File: src/rtl/loopback_pkg.sv
// Shared types and constants for the loopback delay emulator.
// Optional dither is enabled by defining LOOPBACK_DITHER_EN.
package loopback_pkg;

    localparam int unsigned MAGNITUD_WIDTH = 14;

    typedef logic signed [MAGNITUD_WIDTH-1:0] sample_t;

    localparam sample_t ZERO_MAG   = '0;
    localparam sample_t SAMPLE_MAX = {1'b0, {(MAGNITUD_WIDTH-1){1'b1}}};

    // Fibonacci LFSR x^16 + x^14 + x^13 + x^11 + 1 (bits 15, 13, 12, 10)
    localparam logic [15:0] LFSR_SEED = 16'hACE1;
    localparam logic [15:0] LFSR_TAPS = 16'hB400;

    typedef enum logic {
        CFG_IDLE  = 1'b0,
        CFG_APPLY = 1'b1
    } cfg_state_e;

    function automatic logic [15:0] lfsr_next(input logic [15:0] s);
        return {s[14:0], ^(s & LFSR_TAPS)};
    endfunction

endpackage

File: src/rtl/loopback_tap.sv
// One output channel: delayed read from the shared buffer, history mute,
// arithmetic-shift attenuation, optional dither (LOOPBACK_DITHER_EN) and
// output register.
module loopback_tap
    import loopback_pkg::*;
#(
    parameter int unsigned DEPTH   = 64,
    parameter int unsigned SHIFT_W = 2,
    localparam int unsigned AW     = $clog2(DEPTH)
) (
    input  logic               clk125,
    input  logic               areset,
    input  logic               din_valid,
    input  sample_t            din,
    input  sample_t            mem [DEPTH],
    input  logic [AW-1:0]      wr_ptr,
    input  logic [AW:0]        fill_cnt,
    input  logic [AW-1:0]      delay,
    input  logic [SHIFT_W-1:0] shift,
`ifdef LOOPBACK_DITHER_EN
    input  logic               dither_bit,
`endif
    output sample_t            dout
);

    logic [AW-1:0] rd_addr_c;
    logic          mute_c;
    sample_t       s_c;
    sample_t       shifted_c;
    sample_t       out_c;
    sample_t       dout_d;
    sample_t       dout_q;

    // Select the delayed sample (pre-write contents), mute, attenuate
    always_comb begin
        rd_addr_c = wr_ptr - delay;
        mute_c    = fill_cnt < {1'b0, delay};
        s_c       = (delay == '0) ? din : mem[rd_addr_c];
        if (mute_c) begin
            s_c = ZERO_MAG;
        end
        shifted_c = s_c >>> shift;
        out_c     = shifted_c;
`ifdef LOOPBACK_DITHER_EN
        if (dither_bit && !mute_c && (shifted_c != SAMPLE_MAX)) begin
            out_c = shifted_c + sample_t'(1);
        end
`endif
        dout_d = dout_q;
        if (din_valid) begin
            dout_d = out_c;
        end
    end

    // Output register, holds between strobes
    always_ff @(posedge clk125 or posedge areset) begin
        if (areset) begin
            dout_q <= ZERO_MAG;
        end else begin
            dout_q <= dout_d;
        end
    end

    assign dout = dout_q;

endmodule

File: src/rtl/loopback_delay_emulator.sv
// Multi-channel loopback delay emulator: shared circular sample buffer,
// fill counter, config FSM and N_CH output taps.
// Define LOOPBACK_DITHER_EN to add LFSR dither to every channel.
module loopback_delay_emulator
    import loopback_pkg::*;
#(
    parameter int unsigned N_CH    = 2,
    parameter int unsigned DEPTH   = 64,
    parameter int unsigned SHIFT_W = 2,
    localparam int unsigned AW     = $clog2(DEPTH),
    localparam int unsigned CH_W   = (N_CH > 1) ? $clog2(N_CH) : 1
) (
    input  logic                             clk125,
    input  logic                             areset,
    input  logic [MAGNITUD_WIDTH-1:0]        din,
    input  logic                             din_valid,
    input  logic                             cfg_valid,
    output logic                             cfg_ready,
    input  logic [CH_W-1:0]                  cfg_ch,
    input  logic [AW-1:0]                    cfg_delay,
    input  logic [SHIFT_W-1:0]               cfg_shift,
    output logic [N_CH*MAGNITUD_WIDTH-1:0]   dout,
    output logic                             dout_valid,
    output logic                             cfg_busy
);

    localparam int unsigned FILL_W = AW + 1;

    sample_t            mem_q [DEPTH];
    logic [AW-1:0]      wr_ptr_d,  wr_ptr_q;
    logic [FILL_W-1:0]  fill_d,    fill_q;
    logic               dout_valid_q;

    cfg_state_e         state_d,   state_q;
    logic [CH_W-1:0]    cfg_ch_d,  cfg_ch_q;
    logic [AW-1:0]      cfg_dly_d, cfg_dly_q;
    logic [SHIFT_W-1:0] cfg_sh_d,  cfg_sh_q;
    logic [AW-1:0]      delay_d [N_CH];
    logic [AW-1:0]      delay_q [N_CH];
    logic [SHIFT_W-1:0] shift_d [N_CH];
    logic [SHIFT_W-1:0] shift_q [N_CH];
    logic               cfg_ready_d, cfg_ready_q;
    logic               cfg_busy_d,  cfg_busy_q;

    // Sample buffer write; contents are deliberately not reset
    always_ff @(posedge clk125) begin
        if (din_valid) begin
            mem_q[wr_ptr_q] <= din;
        end
    end

    // Write pointer and saturating fill counter advance per sample
    always_comb begin
        wr_ptr_d = wr_ptr_q;
        fill_d   = fill_q;
        if (din_valid) begin
            wr_ptr_d = wr_ptr_q + AW'(1);
            if (fill_q != FILL_W'(DEPTH)) begin
                fill_d = fill_q + FILL_W'(1);
            end
        end
    end

    // Config FSM: latch request in IDLE, commit to channel registers in APPLY
    always_comb begin
        state_d   = state_q;
        cfg_ch_d  = cfg_ch_q;
        cfg_dly_d = cfg_dly_q;
        cfg_sh_d  = cfg_sh_q;
        delay_d   = delay_q;
        shift_d   = shift_q;
        case (state_q)
            CFG_IDLE: begin
                if (cfg_valid) begin
                    cfg_ch_d  = cfg_ch;
                    cfg_dly_d = cfg_delay;
                    cfg_sh_d  = cfg_shift;
                    state_d   = CFG_APPLY;
                end
            end
            CFG_APPLY: begin
                for (int unsigned c = 0; c < N_CH; c++) begin
                    if (32'(cfg_ch_q) == c) begin
                        delay_d[c] = cfg_dly_q;
                        shift_d[c] = cfg_sh_q;
                    end
                end
                state_d = CFG_IDLE;
            end
            default: state_d = CFG_IDLE;
        endcase
        cfg_ready_d = (state_d == CFG_IDLE);
        cfg_busy_d  = (state_d == CFG_APPLY);
    end

    // State and control registers
    always_ff @(posedge clk125 or posedge areset) begin
        if (areset) begin
            wr_ptr_q     <= '0;
            fill_q       <= '0;
            dout_valid_q <= 1'b0;
            state_q      <= CFG_IDLE;
            cfg_ch_q     <= '0;
            cfg_dly_q    <= '0;
            cfg_sh_q     <= '0;
            cfg_ready_q  <= 1'b1;
            cfg_busy_q   <= 1'b0;
            for (int unsigned c = 0; c < N_CH; c++) begin
                delay_q[c] <= '0;
                shift_q[c] <= '0;
            end
        end else begin
            wr_ptr_q     <= wr_ptr_d;
            fill_q       <= fill_d;
            dout_valid_q <= din_valid;
            state_q      <= state_d;
            cfg_ch_q     <= cfg_ch_d;
            cfg_dly_q    <= cfg_dly_d;
            cfg_sh_q     <= cfg_sh_d;
            cfg_ready_q  <= cfg_ready_d;
            cfg_busy_q   <= cfg_busy_d;
            delay_q      <= delay_d;
            shift_q      <= shift_d;
        end
    end

`ifdef LOOPBACK_DITHER_EN
    logic [15:0] lfsr_d, lfsr_q;

    // Dither source advances once per accepted sample
    always_comb begin
        lfsr_d = lfsr_q;
        if (din_valid) begin
            lfsr_d = lfsr_next(lfsr_q);
        end
    end

    // LFSR register
    always_ff @(posedge clk125 or posedge areset) begin
        if (areset) begin
            lfsr_q <= LFSR_SEED;
        end else begin
            lfsr_q <= lfsr_d;
        end
    end
`endif

    for (genvar c = 0; c < N_CH; c++) begin : g_tap
        loopback_tap #(
            .DEPTH   (DEPTH),
            .SHIFT_W (SHIFT_W)
        ) u_tap (
            .clk125     (clk125),
            .areset     (areset),
            .din_valid  (din_valid),
            .din        (sample_t'(din)),
            .mem        (mem_q),
            .wr_ptr     (wr_ptr_q),
            .fill_cnt   (fill_q),
            .delay      (delay_q[c]),
            .shift      (shift_q[c]),
`ifdef LOOPBACK_DITHER_EN
            .dither_bit (lfsr_q[0]),
`endif
            .dout       (dout[c*MAGNITUD_WIDTH +: MAGNITUD_WIDTH])
        );
    end

    assign dout_valid = dout_valid_q;
    assign cfg_ready  = cfg_ready_q;
    assign cfg_busy   = cfg_busy_q;

endmodule

File: config.mk
export PLATFORM = sky130hd
export DESIGN_NAME = loopback_delay_emulator
export DESIGN_NICKNAME = d
export VERILOG_FILES = /design/src/rtl/loopback_pkg.sv /design/src/rtl/loopback_tap.sv /design/src/rtl/loopback_delay_emulator.sv
export SDC_FILE = /design/constraint.sdc
export NUM_CORES = 1
export LEC_CHECK = 0
export BUFFER_PORTS_ARGS = -buffer_cell sky130_fd_sc_hd__buf_4
export CAP_MARGIN = 20
export CORE_ASPECT_RATIO = 0.5
export CORE_UTILIZATION = 31
export CTS_BUF_LIST = sky130_fd_sc_hd__clkbuf_8
export DETAILED_ROUTE_END_ITERATION = 8
export GPL_ROUTABILITY_DRIVEN = 1
export REMOVE_ABC_BUFFERS = 1
export SYNTH_ARGS = -nofsm -noshare
export SYNTH_HDL_FRONTEND = slang
export SYNTH_HIERARCHICAL = 1
export SYNTH_SLANG_ARGS = --single-unit
File: constraint.sdc
create_clock -name clk125 -period 4.18 [get_ports clk125]
set_clock_uncertainty 0.15 [all_clocks]
set_input_delay 1.254 -clock clk125 [delete_from_list [all_inputs] [get_ports clk125]]
set_output_delay 1.254 -clock clk125 [all_outputs]
set_load 0.02 [all_outputs]
==> metrics.txt <==
result of the run=finished with violations; violated checks=negative setup slack; library cell used as clock root buffer=sky130_fd_sc_hd__clkbuf_8; Die Wd=roughly 560 µm; Post-Syn Area=0.0475 mm²; leading cell types in the layout, fill and taps excluded=sky130_fd_sc_hd__edfxtp_1, sky130_fd_sc_hd__buf_4, sky130_fd_sc_hd__mux4_2; Maximum Capacitance Violations=0; CTS H-tree lvls=4; post-route setup slack=-74.7 ps; wire length of the first global-routing pass=233000 µm; clock tree from TritonCTS=yes; count of final setup violators=4; Yosys reg bits=965; path category of the worst min-delay check=input pin to asynchronous set/reset pin; hold buffer count at cts=0; combined buffer and inverter count along the critical path=5; placed cell count=5237; number of failing hold endpoints at the final stage=0; most common library cell in the layout ignoring fill and taps=sky130_fd_sc_hd__edfxtp_1; critical-path cell list=inv_2, ha_4, fa_4, xnor2_4, buf_4, buf_12, buf_12, mux2_2, nand4_1, mux2i_4, buf_4, mux2_2, a222oi_1, nor4_1, a41oi_2, a31oi_1; initial core utilization=between 30% and 40%; Clk Latency, worst-skew pair=900 ps; number of I/O pins=58; slowest cell delay on critical path=470 ps; Avg Inst Size Synth=16.0 µm²; Reg area=0.0286 mm²; detailed-route DRC error count=0; buffers from clock root to sink, at most=3; initial drt markers=roughly 4200; highest net fanout along the worst path=21; number of antenna violations at the first check in global routing=4; dominant synthesized flop cell=sky130_fd_sc_hd__edfxtp_1; average vias per placed instance=5.69; Final Instance Count excl. Fillers=between 5000 and 6000; GRT Residual Overflow=0; leading post-synthesis cells by cell area=sky130_fd_sc_hd__edfxtp_1, sky130_fd_sc_hd__mux4_2, sky130_fd_sc_hd__mux2i_1; Relative slew margins=between 30% and 40%; worst reg-to-reg setup slack=-70 ps; final standard cell area without fillers=approximately 0.058 mm²; Critical Path End Type=flip-flop; first-pass iteration count of the detailed router=5; crit path launch type=flip-flop; top achievable clock speed=235 MHz; Clock transition at path regs=70 ps; cell type group with the largest total delay on the critical path=buffers and inverters; floorplan die area=0.155 mm²; share of synthesized area occupied by flip-flops and latches=roughly three fifths; area growth from synthesis to final layout=21.6%; I/O Buffers=57; master of the slowest instance on the critical path=sky130_fd_sc_hd__fa_4; ratio of final minimum period to clock period=102%; remaining antenna violation count=0; number of buffers added by the clock tree synthesis step=155; arrival time at the worst endpoint=4830 ps; Required @ worst endpoint=4760 ps; vias in the first global route=32200; top cell type's share of synthesized area=56.6%; final routed wire length divided by cell count=29.6 µm; number of sinks driven by the clock tree=965; estimated wirelength of the detail-placed design=approximately 110000 µm; post-synthesis cell type count=70; # fillers=14200; gate count after technology mapping=2975; source of the worst register-to-register timing path=wr_ptr_q[0]; Total Routing Usage GR=21.0%; endpoint of the worst-slack reg-to-reg timing path=g_tap[0].u_tap/dout[1]; core footprint=0.152 mm²; number of pins with negative max-slew slack in the final report=0; type of the setup path with the least slack=flip-flop to flip-flop; transition time at the pin with the least slew margin=between 900 and 1000 ps; area occupied by multi-input gates=approximately 0.018 mm²; EDFF count, synth=896; pin count of the biggest net entering global routing=between 60 and 70; count of nets after finishing=3480; depth of the worst register-to-register path=16; GPL Wtd Cong=0.949; cell area after placement=0.0530 mm²; number of vias in the routed layout=31900; fraction of layout cells with a size suffix above 1=35.6%; die height=279 µm; aggregate routed wire length=166000 µm; unrepaired setup endpoints after global routing=yes; Synth warnings=6; final period demand of the worst path=4250 ps; share of flip-flops with an asynchronous set or reset after synthesis=7.15%; leading area contributor after synthesis=sky130_fd_sc_hd__edfxtp_1; number of rows in the core area=101
[layer usage]
metal  up-vias  GRT usage [%]  wire length (µm)
met5         -              0                16
met4         2           9.72              7760
met3       377           3.99             15800
met2      1856           33.5             77300
met1     16600           27.8             65100
li1      13000              -                 -
[logic make-up (layout without fill, tap and decap cells)]
kind of cell | count (synthesis) | after routing | synth area share [%]
other | 0 | 2 | 0
multiplexers | 637 | 637 | 24.0
AO/OA/AOI/OAI | 237 | 237 | 3.53
buffers and inverters | 249 | 820 | 2.66
flip-flops | 965 | 965 | 60.3
AND/OR/NAND/NOR | 839 | 839 | 8.35
adder cells (fa/ha/maj) | 25 | 25 | 0.690
XOR/XNOR | 23 | 23 | 0.456
[cells in the mapped netlist, drive strengths merged (8+ instances only)]
| library cell | number |
|---|---|
| mux2 | 49 |
| o22ai | 32 |
| or3 | 9 |
| o32ai | 10 |
| nand2b | 13 |
| nand2 | 324 |
| a22oi | 20 |
| xor2 | 10 |
| ha | 23 |
| nor4 | 27 |
| inv | 30 |
| nand3 | 51 |
| xnor2 | 13 |
| o221ai | 8 |
| nor3b | 43 |
| or2 | 8 |
| buf | 146 |
| nand3b | 24 |
| a21oi | 42 |
| mux4 | 398 |
| dfrtp | 68 |
| a211oi | 8 |
| mux2i | 190 |
| nor2 | 173 |
| nand4 | 82 |
| edfxtp | 896 |
| clkbuf | 73 |
| o21ai | 39 |
| nor3 | 60 |
[worst register-to-register path: stages, from the launching register on]
cell,delay (ps)
sky130_fd_sc_hd__dfrtp_1,430
sky130_fd_sc_hd__inv_2,70
sky130_fd_sc_hd__ha_4,160
sky130_fd_sc_hd__fa_4,470
sky130_fd_sc_hd__xnor2_4,270
sky130_fd_sc_hd__buf_4,170
sky130_fd_sc_hd__buf_12,230
sky130_fd_sc_hd__buf_12,230
sky130_fd_sc_hd__mux2_2,360
sky130_fd_sc_hd__nand4_1,180
sky130_fd_sc_hd__mux2i_4,150
sky130_fd_sc_hd__buf_4,170
sky130_fd_sc_hd__mux2_2,270
sky130_fd_sc_hd__a222oi_1,240
sky130_fd_sc_hd__nor4_1,100
sky130_fd_sc_hd__a41oi_2,320
sky130_fd_sc_hd__a31oi_1,140
[how the worst max path moves through the flow]
stage          cells after the start                endpoint  slack [ps]   startpoint
2_1_floorplan                     12  g_tap[0].u_tap/dout[3]      -11810  wr_ptr_q[0]
3_3_place_gp                      15  g_tap[0].u_tap/dout[6]        -410  wr_ptr_q[0]
3_5_place_dp                      15  g_tap[0].u_tap/dout[6]        -330  wr_ptr_q[0]
4_1_cts                           16  g_tap[0].u_tap/dout[1]         -30  wr_ptr_q[0]
5_1_grt                           16  g_tap[0].u_tap/dout[1]         -90  wr_ptr_q[0]
6_report                          16  g_tap[0].u_tap/dout[1]         -70  wr_ptr_q[0]
[what timing repair did]
item                       CTS  global route
setup endpoints to repair   20            26
cloned                      10            10
resized for setup           54            92
setup buffers               35            44
pin swaps                   20            25
[registers in the layout, indices dropped and copies added, names as in the netlist]
| name | cells |
|---|---|
| dout_valid | 1 |
| cfg_busy | 1 |
| g_tap.u_tap/dout | 28 |
| shift_q | 4 |
| fill_q | 7 |
| delay_q | 12 |
| wr_ptr_q | 6 |
| cfg_sh_q | 2 |
| cfg_ch_q | 1 |
| mem_q | 896 |
| cfg_dly_q | 6 |
| cfg_ready | 1 |
[through the flow]
stage	utilization, %	setup slack (ps)	TNS, ps	hold WS, ps
CTS	37.4	-26.3	-61.4	118
floorplan	-	-11810	-324710	335
detailed placement	34.9	-333	-2310	340
global route	38.0	-93.9	-558	182
finish	38.0	-74.7	-115	180
global placement	34.9	-406	-2650	337
[final cells by class]
cell class | instances | area share, %
flip-flops and latches | 965 | 49.6
multi-input cells | 1761 | 31.7
repair buffers | 515 | 9.17
well taps | 2060 | 4.46
clock buffers | 157 | 3.74
clock inverters | 118 | 1.17
inverters | 30 | 0.195
diodes | 2 | 0.00866
Power is not shown: default switching activity piles up to over one toggle a cycle in this logic, so the estimate is an artifact.
